===== src/rtl/alu_writeback_stage.sv =====
// alu_writeback_stage: registers ALU results, drives the register-file write port,
// owns ZERO/CARRY with interrupt save/restore, and forwards the pending write.
module alu_writeback_stage #(
    parameter int OPERAND_WIDTH = 8,
    parameter int ADDR_WIDTH    = 4,
    parameter int COUNT_WIDTH   = 16
) (
    input  logic                     clk,
    input  logic                     reset_n,
    input  logic                     alu_valid,
    input  logic [OPERAND_WIDTH-1:0] alu_result,
    input  logic                     alu_zero,
    input  logic                     alu_carry,
    input  logic [ADDR_WIDTH-1:0]    alu_dest,
    input  logic                     alu_wr_en,
    input  logic                     alu_upd_zero,
    input  logic                     alu_upd_carry,
    input  logic                     stall,
    input  logic                     flush,
    input  logic                     int_save,
    input  logic                     int_restore,
    output logic                     rf_we,
    output logic [ADDR_WIDTH-1:0]    rf_waddr,
    output logic [OPERAND_WIDTH-1:0] rf_wdata,
    output logic                     zero_flag,
    output logic                     carry_flag,
    output logic                     fwd_valid,
    output logic [ADDR_WIDTH-1:0]    fwd_addr,
    output logic [OPERAND_WIDTH-1:0] fwd_data,
    output logic [COUNT_WIDTH-1:0]   retired_count,
    output logic                     ctl_err
);
    logic                     accept;
    logic                     valid_q, valid_d, wr_en_q, wr_en_d, we_q, we_d;
    logic [ADDR_WIDTH-1:0]    dest_q, dest_d;
    logic [OPERAND_WIDTH-1:0] result_q, result_d;
    logic                     zero_q, zero_d, carry_q, carry_d;
    logic                     sav_zero_q, sav_zero_d, sav_carry_q, sav_carry_d;
    logic [COUNT_WIDTH-1:0]   count_q, count_d;
    logic                     err_q, err_d;
    logic                     do_save;

    assign accept  = alu_valid & ~stall & ~flush;
    assign do_save = int_save & ~int_restore;

    always_comb begin
        valid_d     = flush ? 1'b0 : stall ? valid_q : alu_valid;
        dest_d      = accept ? alu_dest : dest_q;
        result_d    = accept ? alu_result : result_q;
        wr_en_d     = accept ? alu_wr_en : wr_en_q;
        we_d        = accept & alu_wr_en;
        count_d     = accept ? count_q + 1'b1 : count_q;
        // Restore wins over a concurrent ALU flag update.
        zero_d      = int_restore ? sav_zero_q
                    : (accept & alu_upd_zero) ? alu_zero : zero_q;
        carry_d     = int_restore ? sav_carry_q
                    : (accept & alu_upd_carry) ? alu_carry : carry_q;
        sav_zero_d  = do_save ? zero_d : sav_zero_q;
        sav_carry_d = do_save ? carry_d : sav_carry_q;
        err_d       = err_q | (int_save & int_restore);
    end

    always_ff @(posedge clk or negedge reset_n) begin
        if (!reset_n) begin
            valid_q     <= 1'b0;
            dest_q      <= '0;
            result_q    <= '0;
            wr_en_q     <= 1'b0;
            we_q        <= 1'b0;
            count_q     <= '0;
            zero_q      <= 1'b0;
            carry_q     <= 1'b0;
            sav_zero_q  <= 1'b0;
            sav_carry_q <= 1'b0;
            err_q       <= 1'b0;
        end else begin
            valid_q     <= valid_d;
            dest_q      <= dest_d;
            result_q    <= result_d;
            wr_en_q     <= wr_en_d;
            we_q        <= we_d;
            count_q     <= count_d;
            zero_q      <= zero_d;
            carry_q     <= carry_d;
            sav_zero_q  <= sav_zero_d;
            sav_carry_q <= sav_carry_d;
            err_q       <= err_d;
        end
    end

    assign rf_we         = we_q;
    assign rf_waddr      = dest_q;
    assign rf_wdata      = result_q;
    assign zero_flag     = zero_q;
    assign carry_flag    = carry_q;
    assign fwd_valid     = valid_q & wr_en_q;
    assign fwd_addr      = dest_q;
    assign fwd_data      = result_q;
    assign retired_count = count_q;
    assign ctl_err       = err_q;
endmodule


===== config.mk =====
export PLATFORM = sky130hd
export DESIGN_NAME = alu_writeback_stage
export DESIGN_NICKNAME = d
export VERILOG_FILES = /design/src/rtl/alu_writeback_stage.sv
export SDC_FILE = /design/constraint.sdc
export NUM_CORES = 1
export LEC_CHECK = 0
export BUFFER_PORTS_ARGS = -buffer_cell sky130_fd_sc_hd__buf_2
export CAP_MARGIN = 20
export CELL_PAD_IN_SITES_DETAIL_PLACEMENT = 1
export CELL_PAD_IN_SITES_GLOBAL_PLACEMENT = 1
export CORE_AREA = 2 2 64 81
export DETAILED_ROUTE_END_ITERATION = 10
export DIE_AREA = 0 0 66 83
export PLACE_DENSITY_LB_ADDON = 0.3
export SKIP_CTS_REPAIR_TIMING = 1
export SYNTH_ARGS = -nofsm -noshare
export SYNTH_HDL_FRONTEND = slang
export SYNTH_SLANG_ARGS = --single-unit
export TNS_END_PERCENT = 5

===== constraint.sdc =====
create_clock -name clk -period 1.7 [get_ports clk]
set_input_delay 0.255 -clock clk [delete_from_list [all_inputs] [get_ports clk]]
set_output_delay 0.255 -clock clk [all_outputs]
set_load 0.005 [all_outputs]

==> results of run 1 <==
==> sequential cells by signal, indices dropped and copies added (netlist names) <==
register,cells
retired_count,16
fwd_data,8
fwd_addr,4
carry_flag,1
ctl_err,1
rf_we,1
sav_carry_q,1
sav_zero_q,1
valid_q,1
wr_en_q,1
zero_flag,1
==> how the worst min path moves through the flow <==
stage,startpoint,to,slack (ns)
CTS,reset_n,retired_count[12],0.02
detailed placement,reset_n,retired_count[12],0.33
finish,reset_n,retired_count[12],0.001
global route,reset_n,retired_count[12],0.04
global placement,reset_n,retired_count[10],0.33
floorplan,reset_n,carry_flag,-0.04
==> worst max-delay path: stages, from the launching register on <==
cell and delay [ns]:
dfrtp_1 0.42, ha_1 0.20, nand3_1 0.19, nor4_4 0.36
nand4_1 0.15, xnor2_1 0.14
==> placed cells by master (no fill, tap or decap), drive strengths merged <==
cell type	instances
ha	1
dfrtp	36
nand2b	1
and2	2
mux2	6
a21o	2
nand4	4
mux2i	1
xnor2	9
xor2	6
nor3	2
and3	2
clkinv	2
buf	73
nor2b	1
or3b	1
nor2	4
nand3	3
clkbuf	6
nand2	47
nor3b	1
nor4	2
inv	1
==> area by class of cell <==
type	instances	area share, %
multi-input combinational	95	28.6
clock inverter	2	0.493
timing repair buffer	73	18.6
tap	60	3.69
sequential	36	44.3
clock buffer	6	4.06
inverter	1	0.185
==> kinds of logic (layout without fill, tap and decap cells) <==
logic type	Yosys count	in the layout	synth area share, %
simple gates	70	70	21.6
compound gates	2	2	0.941
xor+xnor	15	15	8.24
buf+inv	16	82	7.06
mux	7	7	4.86
fa+ha+maj	1	1	0.784
flops	36	36	56.5
==> through the flow <==
stage	area [um^2]	std cells	util, %	power (mW)	hold slack, ns
after floorplan	1600	147	-	1.41	-0.0406
after global placement	1940	265	41.3	1.62	0.334
after detailed placement	1940	265	41.3	1.64	0.328
after CTS	2030	273	43.3	2.27	0.0204
after global routing	2030	273	43.3	2.39	0.0406
final	2030	273	43.3	2.23	0.00122
==> power by group through the flow <==
stage                     logic (mW)  registers (mW)  clock network [mW]
after global placement         0.482            1.14                   0
after CTS                      0.493            1.13               0.646
after floorplan                0.259            1.15                   0
final                          0.482            1.13               0.620
after global routing           0.543            1.16               0.689
after detailed placement       0.494            1.14                   0
==> metal layers <==
layer	wire length [um]	global-route usage (%)	vias up
li1	-	-	589
met3	220	3.25	6
met1	1530	18.0	602
met5	0	0	-
met2	1800	23.2	47
met4	42	3.34	0
==> synthesized netlist by cell type, drive strengths merged, types with 2 or more instances <==
master / number
nor3: 2
dfrtp: 36
xor2: 6
nor2: 4
a21o: 2
clkbuf: 2
xnor2: 9
mux2: 6
nand3: 3
and2: 2
nand4: 4
and3: 2
buf: 13
nand2: 47
nor4: 2
==> impl_metrics.prom, run 1 <==
# TYPE chip_impl_metric gauge
chip_impl_metric{name="place.port_buffers",unit=""} 68
chip_impl_metric{name="timing.final.hold_violations",unit=""} 0
chip_impl_info{name="worstSetupEndpoint",value="retired_count[12]"} 1
chip_impl_info{name="critical_path.reg2reg.startpoint",value="retired_count[1]"} 1
chip_impl_metric{name="initialDrtViolationCount",unit=""} 44
chip_impl_metric{name="combined_area_of_the_multi_input_logic_cells",unit="um^2"} 582
chip_impl_metric{name="synth_seq_cells",unit=""} 36
chip_impl_metric{name="height_of_the_die",unit="um"} 83
chip_impl_info{name="crit_path_start",value="retired_count[1]"} 1
chip_impl_metric{name="layout.area.seq",unit="um^2"} 901
chip_impl_metric{name="finalClockSkew",unit="ns"} 0.00180
chip_impl_metric{name="pin_count_of_the_biggest_net_entering_global_routing",unit=""} 37
chip_impl_metric{name="fp-row-count",unit=""} 28
chip_impl_metric{name="clkSlewWorstSetupHoldPaths",unit="ns"} 0.07
chip_impl_metric{name="fmax",unit="GHz"} 0.635
chip_impl_info{name="path_class",value="flop to flop"} 1
chip_impl_metric{name="power.sequential.fraction",unit="%"} 50.7
chip_impl_metric{name="num_antenna_cells",unit=""} 0
chip_impl_metric{name="cts_made_buffers",unit=""} 5
chip_impl_metric{name="routed-via-count",unit=""} 1244
chip_impl_metric{name="viasPerCell",unit=""} 4.56
chip_impl_metric{name="cell_pwr_density",unit="nW/um^2"} 1100
chip_impl_metric{name="yosys.area.top_type_share",unit="%"} 56.5
chip_impl_metric{name="mapped_avg_cell_area",unit="um^2"} 10.9
chip_impl_metric{name="timing.critical_path.arrival",unit="ns"} 1.74
chip_impl_metric{name="netSwitchingFraction",unit="%"} 28.5
chip_impl_metric{name="clk_path_buf_depth",unit=""} 2
chip_impl_metric{name="cts.htree.levels",unit=""} 2
chip_impl_metric{name="core_area",unit="um^2"} 4690
chip_impl_metric{name="worst-r2r-setup-slack",unit="ns"} 0.13
chip_impl_metric{name="vdd.ir_drop.worst",unit="mV"} 0.656
chip_impl_metric{name="share_of_synthesized_flip_flops_with_an_asynchronous_set_or_reset",unit="%"} 100
chip_impl_info{name="outcome",value="finished clean"} 1
chip_impl_metric{name="setup_viol",unit=""} 0
chip_impl_metric{name="die_width",unit="um"} 66
chip_impl_metric{name="timing.final.crit_share",unit="%"} 92.6
chip_impl_metric{name="overflow",unit=""} 0
chip_impl_metric{name="first_global_vias",unit=""} 1285
chip_impl_metric{name="dp_hpwl",unit="um"} 2750
chip_impl_metric{name="fillCellCount",unit=""} 578
chip_impl_metric{name="finalWorstPathRequiredPeriod",unit="ns"} 1.57
chip_impl_metric{name="synthesis.nets",unit=""} 172
chip_impl_metric{name="clock_insertion_delay_worst_skew",unit="ns"} 0.28
chip_impl_metric{name="worst_slew_pin_slew",unit="ns"} 0.458
chip_impl_metric{name="layout-drive-gt1-share",unit="%"} 42.7
chip_impl_info{name="synthFlopType",value="dfrtp_1"} 1
chip_impl_metric{name="initial_antenna_violation_count",unit=""} 0
chip_impl_metric{name="wire_length_of_the_first_global_routing_pass",unit="um"} 6050
chip_impl_info{name="category_of_the_worst_setup_path_launch_point",value="flop"} 1
chip_impl_metric{name="die_area",unit="um^2"} 5480
chip_impl_metric{name="drtPass1Iterations",unit=""} 2
chip_impl_metric{name="finalWeightedCongestion",unit=""} 0.717
chip_impl_metric{name="setup_slack",unit="ns"} 0.126
chip_impl_metric{name="maxSlewViolCount",unit=""} 0
chip_impl_metric{name="total_leakage_power",unit="nW"} 1.15
chip_impl_metric{name="area_growth_syn_to_layout",unit="%"} 27.4
chip_impl_metric{name="distinct_cell_type_count_of_the_synthesized_netlist",unit=""} 23
chip_impl_metric{name="seq_area_frac_synth",unit="%"} 56.5
chip_impl_metric{name="avgRoutedWirePerCell",unit="um"} 13.1
chip_impl_metric{name="layout.nets",unit=""} 237
chip_impl_info{name="crit_end_category",value="flop"} 1
chip_impl_metric{name="syn_area",unit="um^2"} 1600
chip_impl_metric{name="combinationalPowerShare",unit="%"} 21.6
chip_impl_metric{name="route.detailed.drc",unit=""} 0
chip_impl_metric{name="post_synth_edffs",unit=""} 0
chip_impl_metric{name="grt_use_total",unit="%"} 13.9
chip_impl_metric{name="postRouteWirelength",unit="um"} 3590
chip_impl_info{name="synthDominantAreaCellType",value="dfrtp_1"} 1
chip_impl_metric{name="drtAntennaViolNets",unit=""} 0
chip_impl_metric{name="cts_num_sinks",unit=""} 36
chip_impl_metric{name="clkPwrFrac",unit="%"} 27.8
chip_impl_info{name="cts_root_buf",value="clkbuf_8"} 1
chip_impl_info{name="ys_top_cells_by_area",value="dfrtp_1 (56%), nand2_1 (11%), buf_4 (5.6%)"} 1
chip_impl_metric{name="placement.setup.worst_slack",unit="ns"} 0.0519
chip_impl_metric{name="maxcap_violations",unit=""} 0
chip_impl_metric{name="p_switching",unit="mW"} 0.638
chip_impl_metric{name="worst-endpoint-required",unit="ns"} 1.87
chip_impl_metric{name="top_level_ports",unit=""} 69
chip_impl_metric{name="path_max_fanout",unit=""} 5
chip_impl_metric{name="postSynthCellCount",unit=""} 147
chip_impl_info{name="r2r-end",value="retired_count[12]"} 1
chip_impl_info{name="clock_tree_from_tritoncts",value="yes"} 1
chip_impl_info{name="hold_path_class",value="input pin to asynchronous set/reset pin"} 1
chip_impl_metric{name="worst_slew_margin_rel",unit="%"} 69.5
chip_impl_metric{name="totalNegativeSetupSlack",unit="ns"} 0
chip_impl_info{name="grt_setup_unrepaired",value="no"} 1
chip_impl_metric{name="worst_r2r_path_depth",unit=""} 5
chip_impl_metric{name="synth.yosys.warnings",unit=""} 0
chip_impl_metric{name="initial_core_util",unit="%"} 34.0
chip_impl_metric{name="internal_power",unit="mW"} 1.60
Power figures use the tool's default switching activity.
==> run 2: changes to the inputs <==
Settings changed: CORE_AREA 2 2 64 81 to 2 2 63 80, CTS_BUF_LIST from default to sky130_fd_sc_hd__clkbuf_8, DIE_AREA 0 0 66 83 to 0 0 65 82.
==> run 2 against run 1 <==
Register-to-register slack better by 0.08 ns. Sequential power about the same. First-iteration DRC count down 59%. Fmax up 5.7%. Sequential share of layout area down 0.27 points. Non-clock buffer count up 1. Critical path type unchanged. Largest power group unchanged.
==> impl_metrics.prom, run 2 (synthesis results as in run 1) <==
# TYPE chip_impl_metric gauge
chip_impl_info{name="outcome",value="finished clean"} 1
chip_impl_metric{name="height_of_the_die",unit="um"} 82
chip_impl_metric{name="drtAntennaViolNets",unit=""} 0
chip_impl_metric{name="vdd.ir_drop.worst",unit="mV"} 0.606
chip_impl_metric{name="finalWeightedCongestion",unit=""} 0.670
chip_impl_metric{name="finalWorstPathRequiredPeriod",unit="ns"} 1.49
chip_impl_metric{name="totalNegativeSetupSlack",unit="ns"} 0
chip_impl_metric{name="critical_path.max_stage_delay",unit="ns"} 0.42
chip_impl_metric{name="core_area",unit="um^2"} 4590
chip_impl_metric{name="fillCellCount",unit=""} 547
chip_impl_info{name="clock_tree_from_tritoncts",value="yes"} 1
chip_impl_metric{name="power.sequential.fraction",unit="%"} 50.7
chip_impl_info{name="grt_setup_unrepaired",value="no"} 1
chip_impl_info{name="category_of_the_worst_setup_path_launch_point",value="flop"} 1
chip_impl_info{name="crit_end_category",value="flop"} 1
chip_impl_metric{name="dp_hpwl",unit="um"} 2630
chip_impl_metric{name="wire_length_of_the_first_global_routing_pass",unit="um"} 5730
chip_impl_metric{name="setup_slack",unit="ns"} 0.211
chip_impl_metric{name="maxSlewViolCount",unit=""} 0
chip_impl_metric{name="overflow",unit=""} 0
chip_impl_metric{name="worst_hold_slack",unit="ns"} 0.160
chip_impl_metric{name="pin_count_of_the_biggest_net_entering_global_routing",unit=""} 21
chip_impl_metric{name="combinationalPowerShare",unit="%"} 22.1
chip_impl_metric{name="cts_num_sinks",unit=""} 36
chip_impl_info{name="cts_root_buf",value="clkbuf_8"} 1
chip_impl_metric{name="cell_pwr_density",unit="nW/um^2"} 1080
chip_impl_metric{name="clkPwrFrac",unit="%"} 27.2
chip_impl_metric{name="fp-row-count",unit=""} 28
chip_impl_metric{name="layout-drive-gt1-share",unit="%"} 42.1
chip_impl_metric{name="place.port_buffers",unit=""} 68
chip_impl_metric{name="total_leakage_power",unit="nW"} 1.15
chip_impl_metric{name="initialDrtViolationCount",unit=""} 18
chip_impl_metric{name="route.detailed.drc",unit=""} 0
chip_impl_info{name="layout.cells.most_common",value="buf_2"} 1
chip_impl_metric{name="clkSlewWorstSetupHoldPaths",unit="ns"} 0.07
chip_impl_metric{name="first_global_vias",unit=""} 1263
chip_impl_metric{name="grt_use_total",unit="%"} 14.2
chip_impl_info{name="final_cell_mix",value="buf_2 (68), nand2_1 (47), dfrtp_1 (36), xnor2_1 (9)"} 1
chip_impl_metric{name="clock_insertion_delay_worst_skew",unit="ns"} 0.28
chip_impl_metric{name="worst_slew_pin_slew",unit="ns"} 0.431
chip_impl_metric{name="initial_antenna_violation_count",unit=""} 0
chip_impl_metric{name="placement.setup.worst_slack",unit="ns"} 0.0377
chip_impl_info{name="path_class",value="flop to flop"} 1
chip_impl_metric{name="p_switching",unit="mW"} 0.617
chip_impl_info{name="crit_chain",value="ha_1, nand3_1, nor3_2, and3_1, xor2_1"} 1
chip_impl_metric{name="timing.critical_path.arrival",unit="ns"} 1.70
chip_impl_metric{name="cts.htree.levels",unit=""} 2
chip_impl_info{name="critPathSlowestCell",value="dfrtp_1"} 1
chip_impl_metric{name="top_level_ports",unit=""} 69
chip_impl_metric{name="largest_reg_flops",unit=""} 16
chip_impl_metric{name="p_total",unit="mW"} 2.21
chip_impl_metric{name="avgRoutedWirePerCell",unit="um"} 12.6
chip_impl_metric{name="fmax",unit="GHz"} 0.671
chip_impl_metric{name="cts_made_buffers",unit=""} 5
chip_impl_metric{name="setup_viol",unit=""} 0
chip_impl_metric{name="internal_power",unit="mW"} 1.59
chip_impl_metric{name="die_width",unit="um"} 65
chip_impl_metric{name="maxcap_violations",unit=""} 0
chip_impl_metric{name="timing.final.hold_violations",unit=""} 0
chip_impl_metric{name="postRouteWirelength",unit="um"} 3440
chip_impl_metric{name="clk_path_buf_depth",unit=""} 2
chip_impl_metric{name="worst_slew_margin_rel",unit="%"} 71.3
chip_impl_metric{name="drtPass1Iterations",unit=""} 3
chip_impl_metric{name="timing.final.crit_share",unit="%"} 87.6
chip_impl_metric{name="num_antenna_cells",unit=""} 0
chip_impl_info{name="hold_path_class",value="input pin to flop"} 1
chip_impl_metric{name="path_max_fanout",unit=""} 5
chip_impl_metric{name="routed-via-count",unit=""} 1241
chip_impl_metric{name="finalClockSkew",unit="ns"} 0.00219
chip_impl_metric{name="layout.nets",unit=""} 238
chip_impl_metric{name="initial_core_util",unit="%"} 34.8
chip_impl_metric{name="die_area",unit="um^2"} 5330
chip_impl_metric{name="area_growth_syn_to_layout",unit="%"} 28.2
chip_impl_metric{name="worst-endpoint-required",unit="ns"} 1.91
chip_impl_metric{name="viasPerCell",unit=""} 4.53
chip_impl_metric{name="netSwitchingFraction",unit="%"} 27.9
run 2: cell types whose count changed in the layout (fill, tap and decap cells not counted):
cell	previous run	this run
dlygate4sd3_1	0	1
nor3_2	0	1
clkinv_2	2	0
inv_1	1	3
nor3_1	2	1
run 2: final timing paths:
| kind | from | end | slack [ns] | depth (start not counted) |
|---|---|---|---|---|
| max in group asynchronous | reset_n | zero_flag | 0.77 | 3 |
| min in group asynchronous | reset_n | retired_count[6] | 0.44 | 2 |
| hold / removal | alu_result[6] | fwd_data[6] | 0.16 | 3 |
| setup reg to reg | retired_count[1] | retired_count[8] | 0.21 | 5 |
| setup / recovery | retired_count[1] | retired_count[8] | 0.21 | 5 |
| hold reg to reg | ctl_err | ctl_err | 0.46 | 1 |
run 2: through the flow:
| step | util, % | cells | area [um^2] |
|---|---|---|---|
| floorplan | - | 147 | 1600 |
| global placement | 42.3 | 265 | 1940 |
| detailed placement | 42.3 | 265 | 1940 |
| CTS | 44.2 | 273 | 2030 |
| global route | 44.5 | 274 | 2040 |
| finish | 44.5 | 274 | 2040 |
run 2: power by group through the flow:
stage / registers (mW) / clock network [mW] / logic [mW]
after global placement: 1.13 / 0 / 0.483
after floorplan: 1.15 / 0 / 0.259
after CTS: 1.13 / 0.631 / 0.498
after detailed placement: 1.14 / 0 / 0.497
final: 1.12 / 0.601 / 0.489
after global routing: 1.15 / 0.667 / 0.553
run 2: per-layer routing:
metal | GRT usage, % | wire (um)
met1 | 16.8 | 1480
met2 | 23.8 | 1670
met3 | 3.29 | 233
met4 | 7.66 | 64
met5 | 0 | 0
run 2: worst max-delay path, delay by kind of cell, from the launching register on:
family,cells,cell delay (ns)
and+or+nand+nor,3,0.66
DFF,1,0.42
adders and majority gates,1,0.21
xor gates and xnor gates,1,0.14
run 2: layout make-up:
type / instances / area, um^2 / share of cell area (%)
Sequential cell: 36 / 901 / 44.1
Multi-Input combinational cell: 95 / 587 / 28.7
Timing Repair Buffer: 74 / 388 / 19.0
Clock buffer: 6 / 82.6 / 4.04
Tap cell: 60 / 75.1 / 3.67
Clock inverter: 2 / 7.51 / 0.367
Inverter: 1 / 3.75 / 0.184
==> run 3: changes to the inputs <==
Settings changed: ABC_AREA from default to 1, CORE_AREA 2 2 63 80 to 2 2 67 85, CTS_CLUSTER_DIAMETER from default to 40, DIE_AREA 0 0 65 82 to 0 0 69 87.
==> run 3 against run 2 <==
Clock skew is 0.0043 ns higher. First-iteration DRC count increased to 3.2 times the previous value. Setup slack improved by 0.13 ns. Power grew 5.9%. Largest power group unchanged. Highest routed layer unchanged.
==> impl_metrics.prom, run 3 <==
# TYPE chip_impl_metric gauge
chip_impl_info{name="grt_setup_unrepaired",value="no"} 1
chip_impl_metric{name="wire_length_of_the_first_global_routing_pass",unit="um"} 7530
chip_impl_metric{name="totalNegativeSetupSlack",unit="ns"} 0
chip_impl_metric{name="layout.nets",unit=""} 313
chip_impl_info{name="crit_end_category",value="flop"} 1
chip_impl_info{name="layout.cells.most_common",value="nand2_1"} 1
chip_impl_info{name="category_of_the_worst_setup_path_launch_point",value="flop"} 1
chip_impl_info{name="cpMostUsedCell",value="nand2_1"} 1
chip_impl_metric{name="die_area",unit="um^2"} 6000
chip_impl_metric{name="timing.final.hold_violations",unit=""} 0
chip_impl_metric{name="maxSlewViolCount",unit=""} 0
chip_impl_metric{name="fillCellCount",unit=""} 685
chip_impl_metric{name="cell_pwr_density",unit="nW/um^2"} 1050
chip_impl_metric{name="route.detailed.drc",unit=""} 0
chip_impl_metric{name="num_antenna_cells",unit=""} 0
chip_impl_metric{name="syn_area",unit="um^2"} 1770
chip_impl_metric{name="finalWorstPathRequiredPeriod",unit="ns"} 1.36
chip_impl_metric{name="routed-via-count",unit=""} 1598
chip_impl_metric{name="fmax",unit="GHz"} 0.737
chip_impl_metric{name="postSynthCellCount",unit=""} 225
chip_impl_metric{name="finalClockSkew",unit="ns"} 0.00646
chip_impl_metric{name="cts_made_buffers",unit=""} 5
chip_impl_metric{name="pin_count_of_the_biggest_net_entering_global_routing",unit=""} 37
chip_impl_metric{name="synth.yosys.warnings",unit=""} 0
chip_impl_info{name="hold_path_class",value="input pin to flop"} 1
chip_impl_metric{name="height_of_the_die",unit="um"} 87
chip_impl_metric{name="dp_cells",unit=""} 344
chip_impl_info{name="cts_root_buf",value="clkbuf_8"} 1
chip_impl_metric{name="synth_seq_cells",unit=""} 36
chip_impl_metric{name="first_global_vias",unit=""} 1693
chip_impl_metric{name="clk_path_buf_depth",unit=""} 2
chip_impl_metric{name="fp-row-count",unit=""} 30
chip_impl_metric{name="maxcap_violations",unit=""} 0
chip_impl_metric{name="share_of_synthesized_flip_flops_with_an_asynchronous_set_or_reset",unit="%"} 100
chip_impl_metric{name="yosys.area.top_type_share",unit="%"} 50.9
chip_impl_info{name="critPathSlowestCell",value="dfrtp_1"} 1
chip_impl_metric{name="cts.htree.levels",unit=""} 2
chip_impl_metric{name="worst_slew_margin_rel",unit="%"} 82.2
chip_impl_metric{name="final_core_util",unit="%"} 42.5
chip_impl_metric{name="largest_reg_flops",unit=""} 16
chip_impl_metric{name="worst-endpoint-required",unit="ns"} 1.88
chip_impl_metric{name="cts_num_sinks",unit=""} 36
chip_impl_metric{name="total_leakage_power",unit="nW"} 1.25
chip_impl_metric{name="drtPass1Iterations",unit=""} 4
chip_impl_metric{name="avgRoutedWirePerCell",unit="um"} 11.9
chip_impl_info{name="clock_tree_from_tritoncts",value="yes"} 1
chip_impl_metric{name="layout-drive-gt1-share",unit="%"} 29.4
chip_impl_metric{name="initialDrtViolationCount",unit=""} 58
chip_impl_metric{name="vdd.ir_drop.worst",unit="mV"} 0.455
chip_impl_info{name="synthMostInstantiatedCell",value="nand2_1"} 1
chip_impl_info{name="final_cell_mix",value="nand2_1 (101), buf_2 (68), dfrtp_1 (36), inv_1 (19), nor2_1 (18)"} 1
chip_impl_metric{name="holdPathStages",unit=""} 3
chip_impl_info{name="synthDominantAreaCellType",value="dfrtp_1"} 1
chip_impl_metric{name="place.port_buffers",unit=""} 68
chip_impl_metric{name="die_width",unit="um"} 69
chip_impl_metric{name="post_synth_edffs",unit=""} 0
chip_impl_metric{name="clock_insertion_delay_worst_skew",unit="ns"} 0.29
chip_impl_metric{name="area_growth_syn_to_layout",unit="%"} 26.3
chip_impl_metric{name="final_cell_count_no_fill",unit=""} 353
chip_impl_metric{name="overflow",unit=""} 0
chip_impl_metric{name="p_total",unit="mW"} 2.34
chip_impl_info{name="outcome",value="finished clean"} 1
chip_impl_metric{name="grt_use_total",unit="%"} 15.5
chip_impl_metric{name="mapped_avg_cell_area",unit="um^2"} 7.86
chip_impl_metric{name="finalWeightedCongestion",unit=""} 0.753
chip_impl_metric{name="critical_path.max_stage_delay",unit="ns"} 0.42
chip_impl_metric{name="timing.critical_path.arrival",unit="ns"} 1.54
chip_impl_metric{name="dp_hpwl",unit="um"} 3130
chip_impl_info{name="synth_common_cells",value="nand2_1 (101), dfrtp_1 (36), inv_1 (18), nor2_1 (18), buf_4 (12)"} 1
chip_impl_metric{name="drtAntennaViolNets",unit=""} 0
chip_impl_metric{name="viasPerCell",unit=""} 4.53
chip_impl_metric{name="core_area",unit="um^2"} 5260
chip_impl_info{name="crit_chain",value="ha_1, inv_1, nor2_2, nand2_1, nor2_2, nand2_1, nand2_1, nand2_1"} 1
chip_impl_info{name="synthFlopType",value="dfrtp_1"} 1
chip_impl_metric{name="initial_antenna_violation_count",unit=""} 0
chip_impl_metric{name="top_level_ports",unit=""} 69
chip_impl_metric{name="setup_viol",unit=""} 0
chip_impl_metric{name="initial_core_util",unit="%"} 33.7
chip_impl_info{name="path_class",value="flop to flop"} 1
chip_impl_info{name="ys_top_cells_by_area",value="dfrtp_1 (51%), nand2_1 (21%), buf_4 (5.1%)"} 1
chip_impl_metric{name="synthesis.nets",unit=""} 250
chip_impl_metric{name="timing.final.crit_share",unit="%"} 79.8
chip_impl_metric{name="path_max_fanout",unit=""} 5
chip_impl_metric{name="clkSlewWorstSetupHoldPaths",unit="ns"} 0.07
chip_impl_metric{name="postRouteWirelength",unit="um"} 4210
chip_impl_metric{name="seq_area_frac_synth",unit="%"} 50.9
chip_impl_metric{name="worst_r2r_path_depth",unit=""} 8
chip_impl_metric{name="distinct_cell_type_count_of_the_synthesized_netlist",unit=""} 20
chip_impl_metric{name="worst_slew_pin_slew",unit="ns"} 0.264
## run 3: cell type report
class	instances	area, um^2	share of cell area, %
sequential	36	901	40.3
multi-input combinational	154	689	30.9
clock buffer	5	68.8	3.08
inverter	19	71.3	3.19
clock inverter	3	38.8	1.74
tap	64	80.1	3.58
timing repair buffer	72	385	17.2
## run 3: per-stage QoR
step | instance area (um^2) | hold WS, ns | setup slack [ns]
2_1_floorplan | 1770 | -0.0406 | 0.477
4_1_cts | 2220 | -0.0806 | 0.329
3_3_place_gp | 2120 | 0.239 | 0.423
6_report | 2230 | 0.155 | 0.343
5_1_grt | 2230 | 0.165 | 0.234
3_5_place_dp | 2120 | 0.238 | 0.355
## run 3: kinds of logic after synthesis
| logic type | after synthesis | synth area share, % |
|---|---|---|
| flip-flops | 36 | 50.9 |
| AND/OR/NAND/NOR | 132 | 30.5 |
| XOR/XNOR | 8 | 3.96 |
| adder cells (fa/ha/maj) | 1 | 0.707 |
| buffers and inverters | 35 | 10.1 |
| AO/OA/AOI/OAI | 13 | 3.82 |
## run 3: worst max-delay path: cells and delay by family (launching register included)
family	cells	cell delay [ns]
buf+inv	1	0.07
fa+ha+maj	1	0.20
flops	1	0.42
simple gates	6	0.57
## run 3: routing by layer
layer / up-vias / global-route usage, % / routed length [um]
met5: - / 0 / 0
met4: 0 / 7.13 / 102
met3: 9 / 4.05 / 260
met2: 48 / 27.3 / 2050
met1: 743 / 17.7 / 1790
li1: 798 / - / -
## run 3: power by group
part           internal [mW]  switching (mW)  total (mW)
Sequential             0.994           0.130        1.12
Clock                  0.429           0.307       0.736
Combinational          0.232           0.250       0.482
Total                   1.65           0.686        2.34
## run 3: worst paths after layout
check | from | endpoint | slack, ns
worst max-delay path | retired_count[1] | retired_count[10] | 0.34
worst min-delay path | alu_result[0] | fwd_data[0] | 0.15
worst max register to register | retired_count[1] | retired_count[10] | 0.34
worst min register to register | ctl_err | ctl_err | 0.46
max in group asynchronous | reset_n | zero_flag | 1.06
min in group asynchronous | reset_n | retired_count[3] | 0.45
